--- src/rtl/spi_pkg.sv ---
// Shared definitions for the SPI byte transmit scheduler: FSM encoding,
// default framing timing and the serialised word width.
package spi_pkg;

    typedef enum logic [1:0] {
        ST_IDLE  = 2'd0,
        ST_SHIFT = 2'd1,
        ST_GAP   = 2'd2
    } spi_state_t;

    localparam int SPI_BYTE_W      = 8;
    localparam int SPI_DEF_CLK_DIV = 2;
    localparam int SPI_DEF_CS_GAP  = 2;

endpackage

--- src/rtl/spi_rr_arbiter.sv ---
// Round-robin arbiter: combinational winner search starting at ptr,
// with ptr advancing past the winner whenever a grant is taken.
module spi_rr_arbiter #(
    parameter int NUM_REQ = 4
) (
    input  logic                       clk,
    input  logic                       rst,
    input  logic [NUM_REQ-1:0]         req,
    input  logic                       adv,
    output logic                       vld,
    output logic [NUM_REQ-1:0]         win_oh,
    output logic [$clog2(NUM_REQ)-1:0] win_idx
);

    localparam int IDX_W = $clog2(NUM_REQ);

    logic [IDX_W-1:0] ptr;
    logic [IDX_W-1:0] scan_idx;

    function automatic logic [IDX_W-1:0] wrap_add(input logic [IDX_W-1:0] a,
                                                  input logic [IDX_W-1:0] b);
        logic [IDX_W:0] s;
        s = {1'b0, a} + {1'b0, b};
        if (s >= (IDX_W+1)'(NUM_REQ))
            s = s - (IDX_W+1)'(NUM_REQ);
        return s[IDX_W-1:0];
    endfunction

    // First pending requester at or after ptr, wrapping past NUM_REQ-1.
    always_comb begin
        vld      = 1'b0;
        win_idx  = '0;
        scan_idx = '0;
        for (int k = 0; k < NUM_REQ; k++) begin
            scan_idx = wrap_add(ptr, IDX_W'(k));
            if (!vld && req[scan_idx]) begin
                vld     = 1'b1;
                win_idx = scan_idx;
            end
        end
    end

    always_comb begin
        win_oh = '0;
        for (int k = 0; k < NUM_REQ; k++)
            win_oh[k] = vld && (win_idx == IDX_W'(k));
    end

    always_ff @(posedge clk) begin
        if (rst)
            ptr <= '0;
        else if (adv)
            ptr <= wrap_add(win_idx, IDX_W'(1));
    end

endmodule

--- src/rtl/spi_tx_scheduler.sv ---
// Shares one SPI byte transmitter between NUM_REQ sources: round-robin
// grant, latched byte serialised with mode-0 clocking and a CS gap.
module spi_tx_scheduler
    import spi_pkg::*;
#(
    parameter int NUM_REQ   = 4,
    parameter int CLK_DIV   = SPI_DEF_CLK_DIV,
    parameter int CS_GAP    = SPI_DEF_CS_GAP,
    parameter int LSB_FIRST = 1
) (
    input  logic                          clk,
    input  logic                          rst,
    input  logic [NUM_REQ-1:0]            req,
    input  logic [SPI_BYTE_W*NUM_REQ-1:0] data,
    output logic [NUM_REQ-1:0]            gnt,
    output logic [$clog2(NUM_REQ)-1:0]    gnt_id,
    output logic                          busy,
    output logic                          done,
    output logic                          out,
    output logic                          en_out,
    output logic                          clk_out
);

    localparam int IDX_W = $clog2(NUM_REQ);
    localparam int DIV_W = $clog2(CLK_DIV) + 1;
    localparam int GAP_W = $clog2(CS_GAP) + 1;
    localparam logic [DIV_W-1:0] DIV_LAST = DIV_W'(CLK_DIV - 1);
    localparam logic [GAP_W-1:0] GAP_LAST = GAP_W'(CS_GAP - 1);

    spi_state_t            state;
    logic [DIV_W-1:0]      div_cnt;
    logic [2:0]            bit_cnt;
    logic [GAP_W-1:0]      gap_cnt;
    logic [SPI_BYTE_W-1:0] sreg;
    logic [SPI_BYTE_W-1:0] win_byte;

    logic                  arb_vld;
    logic [NUM_REQ-1:0]    arb_oh;
    logic [IDX_W-1:0]      arb_idx;
    logic                  grant_en;
    logic                  half_end;
    logic                  bit_adv;

    function automatic logic first_bit(input logic [SPI_BYTE_W-1:0] v);
        return (LSB_FIRST != 0) ? v[0] : v[SPI_BYTE_W-1];
    endfunction

    function automatic logic [SPI_BYTE_W-1:0] shift_byte(input logic [SPI_BYTE_W-1:0] v);
        return (LSB_FIRST != 0) ? (v >> 1) : (v << 1);
    endfunction

    spi_rr_arbiter #(
        .NUM_REQ(NUM_REQ)
    ) u_arb (
        .clk    (clk),
        .rst    (rst),
        .req    (req),
        .adv    (grant_en),
        .vld    (arb_vld),
        .win_oh (arb_oh),
        .win_idx(arb_idx)
    );

    assign grant_en = (state == ST_IDLE) && arb_vld;
    assign half_end = (state == ST_SHIFT) && (div_cnt == DIV_LAST);
    // A new bit goes out only as clk_out falls, never after the eighth bit.
    assign bit_adv  = half_end && clk_out && (bit_cnt != 3'd7);

    always_comb begin
        win_byte = '0;
        for (int k = 0; k < NUM_REQ; k++)
            if (arb_idx == IDX_W'(k))
                win_byte = data[SPI_BYTE_W*k +: SPI_BYTE_W];
    end

    always_ff @(posedge clk) begin
        if (grant_en)
            sreg <= win_byte;
        else if (bit_adv)
            sreg <= shift_byte(sreg);
    end

    always_ff @(posedge clk) begin
        if (rst) begin
            state   <= ST_IDLE;
            div_cnt <= '0;
            bit_cnt <= '0;
            gap_cnt <= '0;
            gnt     <= '0;
            gnt_id  <= '0;
            busy    <= 1'b0;
            done    <= 1'b0;
            out     <= 1'b0;
            en_out  <= 1'b0;
            clk_out <= 1'b0;
        end else begin
            gnt  <= '0;
            done <= 1'b0;
            case (state)
                ST_IDLE: begin
                    if (grant_en) begin
                        gnt     <= arb_oh;
                        gnt_id  <= arb_idx;
                        out     <= first_bit(win_byte);
                        en_out  <= 1'b1;
                        busy    <= 1'b1;
                        clk_out <= 1'b0;
                        div_cnt <= '0;
                        bit_cnt <= '0;
                        state   <= ST_SHIFT;
                    end
                end
                ST_SHIFT: begin
                    if (half_end) begin
                        div_cnt <= '0;
                        if (!clk_out) begin
                            clk_out <= 1'b1;
                        end else begin
                            clk_out <= 1'b0;
                            if (bit_cnt == 3'd7) begin
                                en_out  <= 1'b0;
                                out     <= 1'b0;
                                done    <= 1'b1;
                                gap_cnt <= '0;
                                state   <= ST_GAP;
                            end else begin
                                bit_cnt <= bit_cnt + 3'd1;
                                out     <= first_bit(shift_byte(sreg));
                            end
                        end
                    end else begin
                        div_cnt <= div_cnt + 1'b1;
                    end
                end
                ST_GAP: begin
                    if (gap_cnt == GAP_LAST) begin
                        busy  <= 1'b0;
                        state <= ST_IDLE;
                    end else begin
                        gap_cnt <= gap_cnt + 1'b1;
                    end
                end
                default: state <= ST_IDLE;
            endcase
        end
    end

endmodule
--- config.mk ---
export PLATFORM = sky130hd
export DESIGN_NAME = spi_tx_scheduler
export DESIGN_NICKNAME = d
export VERILOG_FILES = /design/src/rtl/spi_pkg.sv /design/src/rtl/spi_rr_arbiter.sv /design/src/rtl/spi_tx_scheduler.sv
export SDC_FILE = /design/constraint.sdc
export NUM_CORES = 1
export LEC_CHECK = 0
export CORE_UTILIZATION = 30
export DETAILED_ROUTE_END_ITERATION = 6
export PLACE_DENSITY = 0.6
export SLEW_MARGIN = 20
export SYNTH_ARGS = -nofsm -noshare
export SYNTH_HDL_FRONTEND = slang
export SYNTH_SLANG_ARGS = --single-unit
--- constraint.sdc ---
create_clock -name clk -period 3.6 [get_ports clk]
set_clock_uncertainty 0.15 [all_clocks]
set_input_delay 1.08 -clock clk [delete_from_list [all_inputs] [get_ports clk]]
set_output_delay 1.08 -clock clk [all_outputs]
set_load 0.005 [all_outputs]
; ---- Yosys cells after proc, flatten, opt, wreduce, memory -nomap -nowiden
; Cells that the tools add are included.
[totals]
reg_bits = 30
out_inout_bits = 11
wordCells = 149
[classes]
add_sub_neg = 12
magnitude_cmp = 9
eq_ne = 16
mux = 63
bitwise_logic = 5
reduce_logical = 31
[op_table]
columns = op, count
row1 = 2-to-1 mux 8 bit, 6
row2 = 2-to-1 mux 2 bit, 20
row3 = 2-to-1 mux 1 bit, 21
row4 = AND reduction 5 bit, 4
row5 = greater-or-equal comparator 3 bit (second input constant), 4
row6 = less-than comparator 2 x 3 -> 1 bit (second input constant), 4
row7 = 2-to-1 mux 3 bit, 4
row8 = != test 2 bit (second input constant), 6
row9 = logical AND 1 bit, 11
row10 = subtractor 2 x 1 -> 2 bit (second input constant), 5
row11 = binary-select mux 1 bit (select 2 bit), 4
row12 = == test 2 x 1 -> 1 bit (second input constant), 4
row13 = case mux 1 bit (2 select lines), 4
row14 = case mux 2 bit (2 select lines), 2
row15 = nonzero test 2 bit, 4
row16 = adder 2 x 1 -> 3 bit (second input constant), 2
row17 = adder 2 x 2 -> 3 bit (second input constant), 2
row18 = == test 2 bit (second input constant), 3
row19 = case mux 2 bit (3 select lines), 1
row20 = case mux 3 bit (2 select lines), 1
row21 = AND reduction 3 bit, 2
row22 = NOT 1 bit, 5
row23 = adder 2 x 1 -> 2 bit (second input constant), 2
row24 = zero test 2 bit, 2
row25 = other kinds (10), 13

; ---- Longest topological paths before layout
[depth]
ltp_word = 21
mapped_depth = 12
depth_no_buf = 9

; ---- Cells and area by module
; A second synthesis with hierarchy kept.
[unflattened]
cells_unflattened = 165
hier_area_um2 = 1687.9
[modules_own_cells]
columns = module, instances, cells_each, area_per_inst_um2, seq_area_each_um2
row1 = spi_tx_scheduler, 1, 135, 1405.1, 610.6
row2 = spi_rr_arbiter, 1, 30, 282.8, 40.0

; ---- Worst setup path after synthesis
; No wires, ideal clock.
[synth_timing]
kind = input to register
from = input req[0]
to = register sreg[6], data pin
setup_ns = 0.262
arrival_ns = 2.616
t_required_ns = 3.188
setup_slack_ns = 0.572
stages = 11
n_path_buf = 2
cell_sequence = a21oi_1 > o21a_1 > o22ai_1 > inv_1 > ha_1 > clkbuf_1 > clkbuf_1 > a21oi_1 > o21ai_0 > a221oi_1 > nor2_1
[synth_between]
elab_chain_len = 18
elab_cells_between_ends = 32
classes_between = 3 x eq/ne / 21 x mux / 8 x reduce/logical
[synth_rtl]
columns = item, line_no
row1 = start: declaration, spi_tx_scheduler.sv:13  ; input logic [NUM_REQ-1:0] req,
row2 = binary-select mux 1 bit (select 2 bit), spi_rr_arbiter.sv:36  ; if (!vld && req[scan_idx]) begin
row3 = 2-to-1 mux 1 bit (not written as such), spi_rr_arbiter.sv:36
row4 = 2-to-1 mux 1 bit, spi_rr_arbiter.sv:36
row5 = zero test 1 bit, spi_rr_arbiter.sv:36
row6 = logical AND 1 bit, spi_rr_arbiter.sv:36
row7 = 2-to-1 mux 1 bit, spi_rr_arbiter.sv:36
row8 = zero test 1 bit, spi_rr_arbiter.sv:36
row9 = logical AND 1 bit, spi_rr_arbiter.sv:36
row10 = 2-to-1 mux 1 bit, spi_rr_arbiter.sv:36
row11 = zero test 1 bit, spi_rr_arbiter.sv:36
row12 = logical AND 1 bit, spi_rr_arbiter.sv:36
row13 = 2-to-1 mux 2 bit *, spi_rr_arbiter.sv:36
row14 = via arb_idx[1], spi_tx_scheduler.sv:39  ; logic [IDX_W-1:0] arb_idx;
row15 = zero test 2 bit, spi_tx_scheduler.sv:72  ; if (arb_idx == IDX_W'(k))
row16 = 2-to-1 mux 8 bit (3 in a row), spi_tx_scheduler.sv:72
row17 = 2-to-1 mux 8 bit *, spi_tx_scheduler.sv:72
row18 = 2-to-1 mux 8 bit *, spi_tx_scheduler.sv:77  ; if (grant_en)
row19 = end signal: assignment, spi_tx_scheduler.sv:78  ; sreg <= win_byte;
row20 = end signal: assignment, spi_tx_scheduler.sv:80  ; sreg <= shift_byte(sreg);
row21 = end: declaration, spi_tx_scheduler.sv:34  ; logic [SPI_BYTE_W-1:0] sreg;
; The timed path passes the listed nets; every way through them passes the cells marked *. The select of a mux whose other input is x is not followed.
; A chain may end at the register's enable or synchronous reset.

; ---- Worst setup path after layout
[layout_timing]
from = input req[0]
to = register sreg[1], data pin
; The elaborated chain is that of the path after synthesis.

==> results.cfg <==
[outcome]
outcome = finished clean

[synth]
ys_ff_latch = 29
ys_dominant_reg_cell = dfxtp_1
synth_cell_types = 42
syn_area_um2 = 1580
yosysTopAreaCellShare = 0.278
synthTopCellsByArea = dfxtp_1, edfxtp_1, a21oi_1, ha_1, a221oi_1
synth_edf_count = 7
syn_area_per_cell_um2 = 8.79
ys_warn_count = 0
async_flop_share = 0
syn_inst = 180
yosys.area.top_type = dfxtp_1
ys_seq_area_frac = 0.411
syn_nets = 225

[clock_tree]
cts_tree = built
cts_buffer_depth = 2
cts-resized-gates = 0
path_clk_slew_ns = 0.06
root_buffer = clkbuf_8
post-cts-setup-buffer-count = 0
cts-buffers-inserted = 5
clock_latency_ns = 0.27
ctsHoldBuffers = 0
htreeDepth = 2
cts_sinks = 29

[placed_design]
gp_congestion = 0.799
place_area_um2 = 2190
dp_hpwl_um = 2770
portBuffers = 48

[grt]
grt_pass1_vias = 1401
grt_usage = 0.155
antenna_found_initial = 0
grt_pass1_wl_um = 6460
gr-total-overflow = 0
grt_max_degree = 17

[sta]
holdWs_ns = 0.307
max_freq_mhz = 306
finalCriticalPeriod_ns = 3.26
slew_violations = 0
min_period_over_period = 0.907
setup_violations = 0
hold_viol_final = 0
setup_tns_ns = 0
relSlewSlack = 0.671
rsz0062_at_grt = no
worst_slew_pin_slew_ns = 0.492

[floorplan]
die_y_um = 74.6
core_um2 = 5110
pin_count = 49
start_util = 0.310
chipWidth_um = 74.6
rows = 26
dieArea_um2 = 5570

[pwr]
intPower_uw = 620
power_uw = 852
sw_frac_of_total = 0.273
p_comb_frac = 0.263
power.density_nw_per_um2 = 375
p_sw_uw = 233
clkPwrFrac = 0.300
p_leak_uw = 0.000877
irDropWorstVdd_v = 0.000155
sequentialPowerShare = 0.438

[finish]
finalNetCount = 279
diodes = 0
fill_cells = 522
regArea_um2 = 651
post-route-util = 0.445
syn_to_final_growth_pct = 43.6
final_common_cell = clkdlybuf4s50_1
multi_input_area_um2 = 806
design_area_um2 = 2270
final_cell_mix = clkdlybuf4s50_1, a21oi_1, dfxtp_1
drive_gt1_frac = 0.111

[run]
maxCapViolations = 0

[setup_path]
path_common_cell = a21oi_1
critPathCaptureType = flop
cp_max_fo = 7
cp-start-kind = primary input
critical_path_required_ns = 3.48
critPathKind = primary input to flop
cpPeakStageDelay_ns = 0.57
arrival_ns = 3.14
crit_slowest_cell = clkdlybuf4s50_1
path_cells = clkdlybuf4s50_1, a21oi_1, o21a_1, o22ai_1, inv_1, ha_1, buf_4, a221oi_1, a211o_1, a21oi_1
r2r-start = u_arb.ptr[1]
r2r_slack_ns = 1.26
crit_start = req[0]

[routing]
via_count = 1474
drt-total-wl_um = 3810
vias_per_cell = 4.83
route.detailed.drc = 0
drtPass1Iterations = 4
initialDrtViolationCount = 78
ant_nets = 0
route.detailed.wl_per_inst_um = 12.5

[worst_hold_path]
min_path_type = flop to flop
hold_start = gnt_id[1]
## logic make-up after synthesis
family	after synthesis	synth area share
fa+ha+maj	7	0.0553
mux	2	0.0126
simple gates	53	0.180
buf+inv	29	0.0798
compound gates	60	0.261
flops	29	0.411
## critical path: cells and delay by family
family          cells  cell delay, ns
compound gates      6            0.95
buf+inv             3            0.86
fa+ha+maj           1            0.24
## cell type report
cell class              instances  area share
clock inverters                 2     0.00440
well taps                      70      0.0385
inverters                      15      0.0248
clock buffers                   6      0.0319
repair buffers                 61       0.260
multi-input cells             122       0.354
flip-flops and latches         29       0.286
## flip-flops by register name, indices dropped and copies added (netlist names)
register,flops
bit_cnt,3
busy,1
clk_out,1
div_cnt,2
done,1
en_out,1
gap_cnt,2
gnt,4
gnt_id,2
out,1
sreg,7
state,2
u_arb.ptr,2
## layer usage
layer / vias up / share of wire / track usage
met5: - / 0 / 0
li1: 760 / - / -
met1: 666 / 0.50 / 0.207
met3: 2 / 0.049 / 0.0469
met4: 0 / 0.0066 / 0.0545
met2: 46 / 0.45 / 0.239
## per-stage QoR
step	setup slack (ns)	cells
after floorplan	0.572	180
after global placement	0.109	297
after detailed placement	0.0472	297
after CTS	0.338	305
after global routing	0.0806	305
final	0.336	305
## Yosys cell counts, drive strengths merged, types with 2 or more instances
master and instances:
a31oi 2, a221oi 9, a21oi 26, inv 15
edfxtp 7, nor2b 2, mux2i 2, o21ai 3
or2 2, buf 5, nand3b 3, nor2 17
a211o 6, ha 7, nand2 12, nor3b 5
nand3 5, dfxtp 22, a21o 3, clkbuf 9
o221ai 2
## power groups by stage
stage / Clock [µW] / Sequential, µW / Combinational (µW)
2_1_floorplan: 0 / 375 / 124
3_3_place_gp: 0 / 379 / 223
3_5_place_dp: 0 / 380 / 223
4_1_cts: 267 / 373 / 225
5_1_grt: 284 / 376 / 250
6_report: 256 / 373 / 224
## final timing paths
| check | to | cells after the start |
|---|---|---|
| max reg2reg | sreg[1] | 9 |
| min | gnt_id[1] | 2 |
| max | sreg[1] | 10 |
| min reg2reg | gnt_id[1] | 2 |
Note: power is estimated with default switching activity, not from simulation.
==> RTL change (config.mk and constraints unchanged) <==
Encoding of `spi_state_t`: now one-hot (3 bits for 3 states).
--- a/src/rtl/spi_pkg.sv
+++ b/src/rtl/spi_pkg.sv
@@ -4,6 +4,6 @@
 
-    typedef enum logic [1:0] {
-        ST_IDLE  = 2'd0,
-        ST_SHIFT = 2'd1,
-        ST_GAP   = 2'd2
+    typedef enum logic [2:0] {
+        ST_IDLE  = 3'b001,
+        ST_SHIFT = 3'b010,
+        ST_GAP   = 3'b100
     } spi_state_t;
Behaviour: no difference found for any inputs over 10 cycles, from zero or initial values and one cycle with rst high; not proved beyond that.
==> RTL change against the unedited design <==
Final area up 2.4%. Utilization rose by 0.22 points. Sequential share of layout area rose by 0.18 points. Setup slack worse by 0.17 ns. Die area up 4.8%. Area after synthesis up 5.0%. Combinational power grew 57%. Routed wire length is 10% higher. Via count is 6.4% higher. Power is 21% higher. Critical path depth unchanged. Sequential cell count increased by 1. Sequential power increased by 15%. Highest routed layer unchanged.
==> RTL change: results (changes against the unedited design) <==
stage,metric,value,unit,change
logic_synthesis,netlist_instances,192,,was 180
route,post_drt_wl_per_cell,13.3,µm,was 12.5 µm
logic_synthesis,seq_area_frac_synth,40.4,%,was 41.1%
final_layout,fin_nets,291,,was 279
worst_setup_path,timing.rr.start,u_arb.ptr[1],,unchanged
worst_setup_path,rrSetupSlack,1.00,ns,was 1.26 ns
worst_setup_path,path_max_fanout,6,,was 7
route,drtIter0Drc,73,,was 78
worst_setup_path,cpPeakStageDelay,0.47,ns,was 0.57 ns
route,vias_per_cell,4.95,,was 4.83
logic_synthesis,synth_top_cells_by_count,"a21oi_1, dfxtp_1, nor2_1",,unchanged
placement,post-place-cells,309,,was 297
worst_setup_path,slowest_stage,nor4_1,,was clkdlybuf4s50_1
placement,placed_area,0.00224,mm²,was 0.00219 mm²
route,dr.pass1.iters,6,,was 4
pwr,leakage,0.000892,µW,was 0.000877 µW
cts,clockBufferDepth,2,,unchanged
global_route,grt_use_total,14.9,%,was 15.5%
placement,io_buffers,48,,unchanged
logic_synthesis,synth_cell_type_count,40,,was 42
logic_synthesis,syn_nets,237,,was 225
logic_synthesis,netlist_top_cells_area,"dfxtp_1, edfxtp_1, a21oi_1, ha_1, a221oi_1",,unchanged
worst_setup_path,crit_arrival,3.41,ns,was 3.14 ns
final_layout,reg.largest.list,"sreg (7), gnt (4)",,"was sreg (7), gnt (4), bit_cnt (3)"
global_route,grt_pass1_vias,1506,,was 1401
global_route,grt_pass1_wl,6980,µm,was 6460 µm
timing,max_slew_margin,53.7,%,was 67.1%
outcome,status,completed,,unchanged
placement,gp_congestion,0.851,,was 0.799
worst_setup_path,cp_top_family,simple AND/OR/NAND/NOR gates,,was compound AO/OA/AOI/OAI gates
cts,root_buffer,clkbuf_8,,unchanged
final_layout,layout-drive-gt1-share,10.1,%,was 11.1%
final_layout,finalNonFillerCells,317,,was 305
logic_synthesis,synthFlopType,dfxtp_1,,unchanged
placement,dpl.hpwl,3220,µm,was 2770 µm
worst_setup_path,r2r-end,sreg[7],,was sreg[1]
pwr,vdd_drop_max,0.146,mV,was 0.155 mV
placement,pre_cts_slack,-0.196,ns,was 0.0472 ns
RTL change: metrics by stage:
step           TNS [ns]  total power (µW)  util [%]
2_1_floorplan         0               655         -
3_3_place_gp     -0.795               785      43.0
3_5_place_dp      -1.15               787      43.0
4_1_cts               0              1040      44.6
5_1_grt               0              1100      44.7
6_report              0              1030      44.7
RTL change: metal layers:
metal	part of all wire [%]	track usage, %
met1	48	18.9
met2	49	24.5
met3	1.8	2.99
met4	1.6	6.15
met5	0	0
RTL change: worst register-to-register path: stages (launching register included):
cell and delay (ns):
dfxtp_1 0.44, mux2i_1 0.22, nor2_1 0.08, nor4_2 0.39
inv_1 0.11, ha_1 0.25, nor2b_2 0.20, a221oi_1 0.32
a211o_1 0.15, a21oi_1 0.05
RTL change: what timing repair did:
item	4_1_cts	5_1_grt
resized for setup	0	2
hold buffers	0	0
endpoints found under the setup margin	0	7
RTL change: how the worst max path moves through the flow:
stage	to	slack, ns	depth (start not counted)
5_1_grt	sreg[7]	0.04	11
3_3_place_gp	sreg[4]	-0.13	10
4_1_cts	sreg[7]	0.07	10
2_1_floorplan	sreg[2]	0.35	11
3_5_place_dp	sreg[7]	-0.20	10
6_report	sreg[7]	0.17	10
RTL change: logic make-up after synthesis:
logic type                 synth area share (%)
DFF                                        40.4
muxes                                     0.602
and+or+nand+nor                            22.2
buffers and inverters                      7.98
AOI/OAI and AO/OA                          23.6
adders and majority gates                  5.27
RTL change: layout make-up:
class	count	share of cell area, %
multi-input combinational	135	37.2
tap	70	3.76
inverter	14	2.26
clock buffer	8	3.44
sequential	30	28.8
timing repair buffer	60	24.5
RTL change: where the power goes:
part / internal, µW / leakage [µW] / switching [µW]
registers: 405 / 0.000257 / 25.2
logic: 181 / 0.000596 / 170
clock network: 137 / 0.0000395 / 114
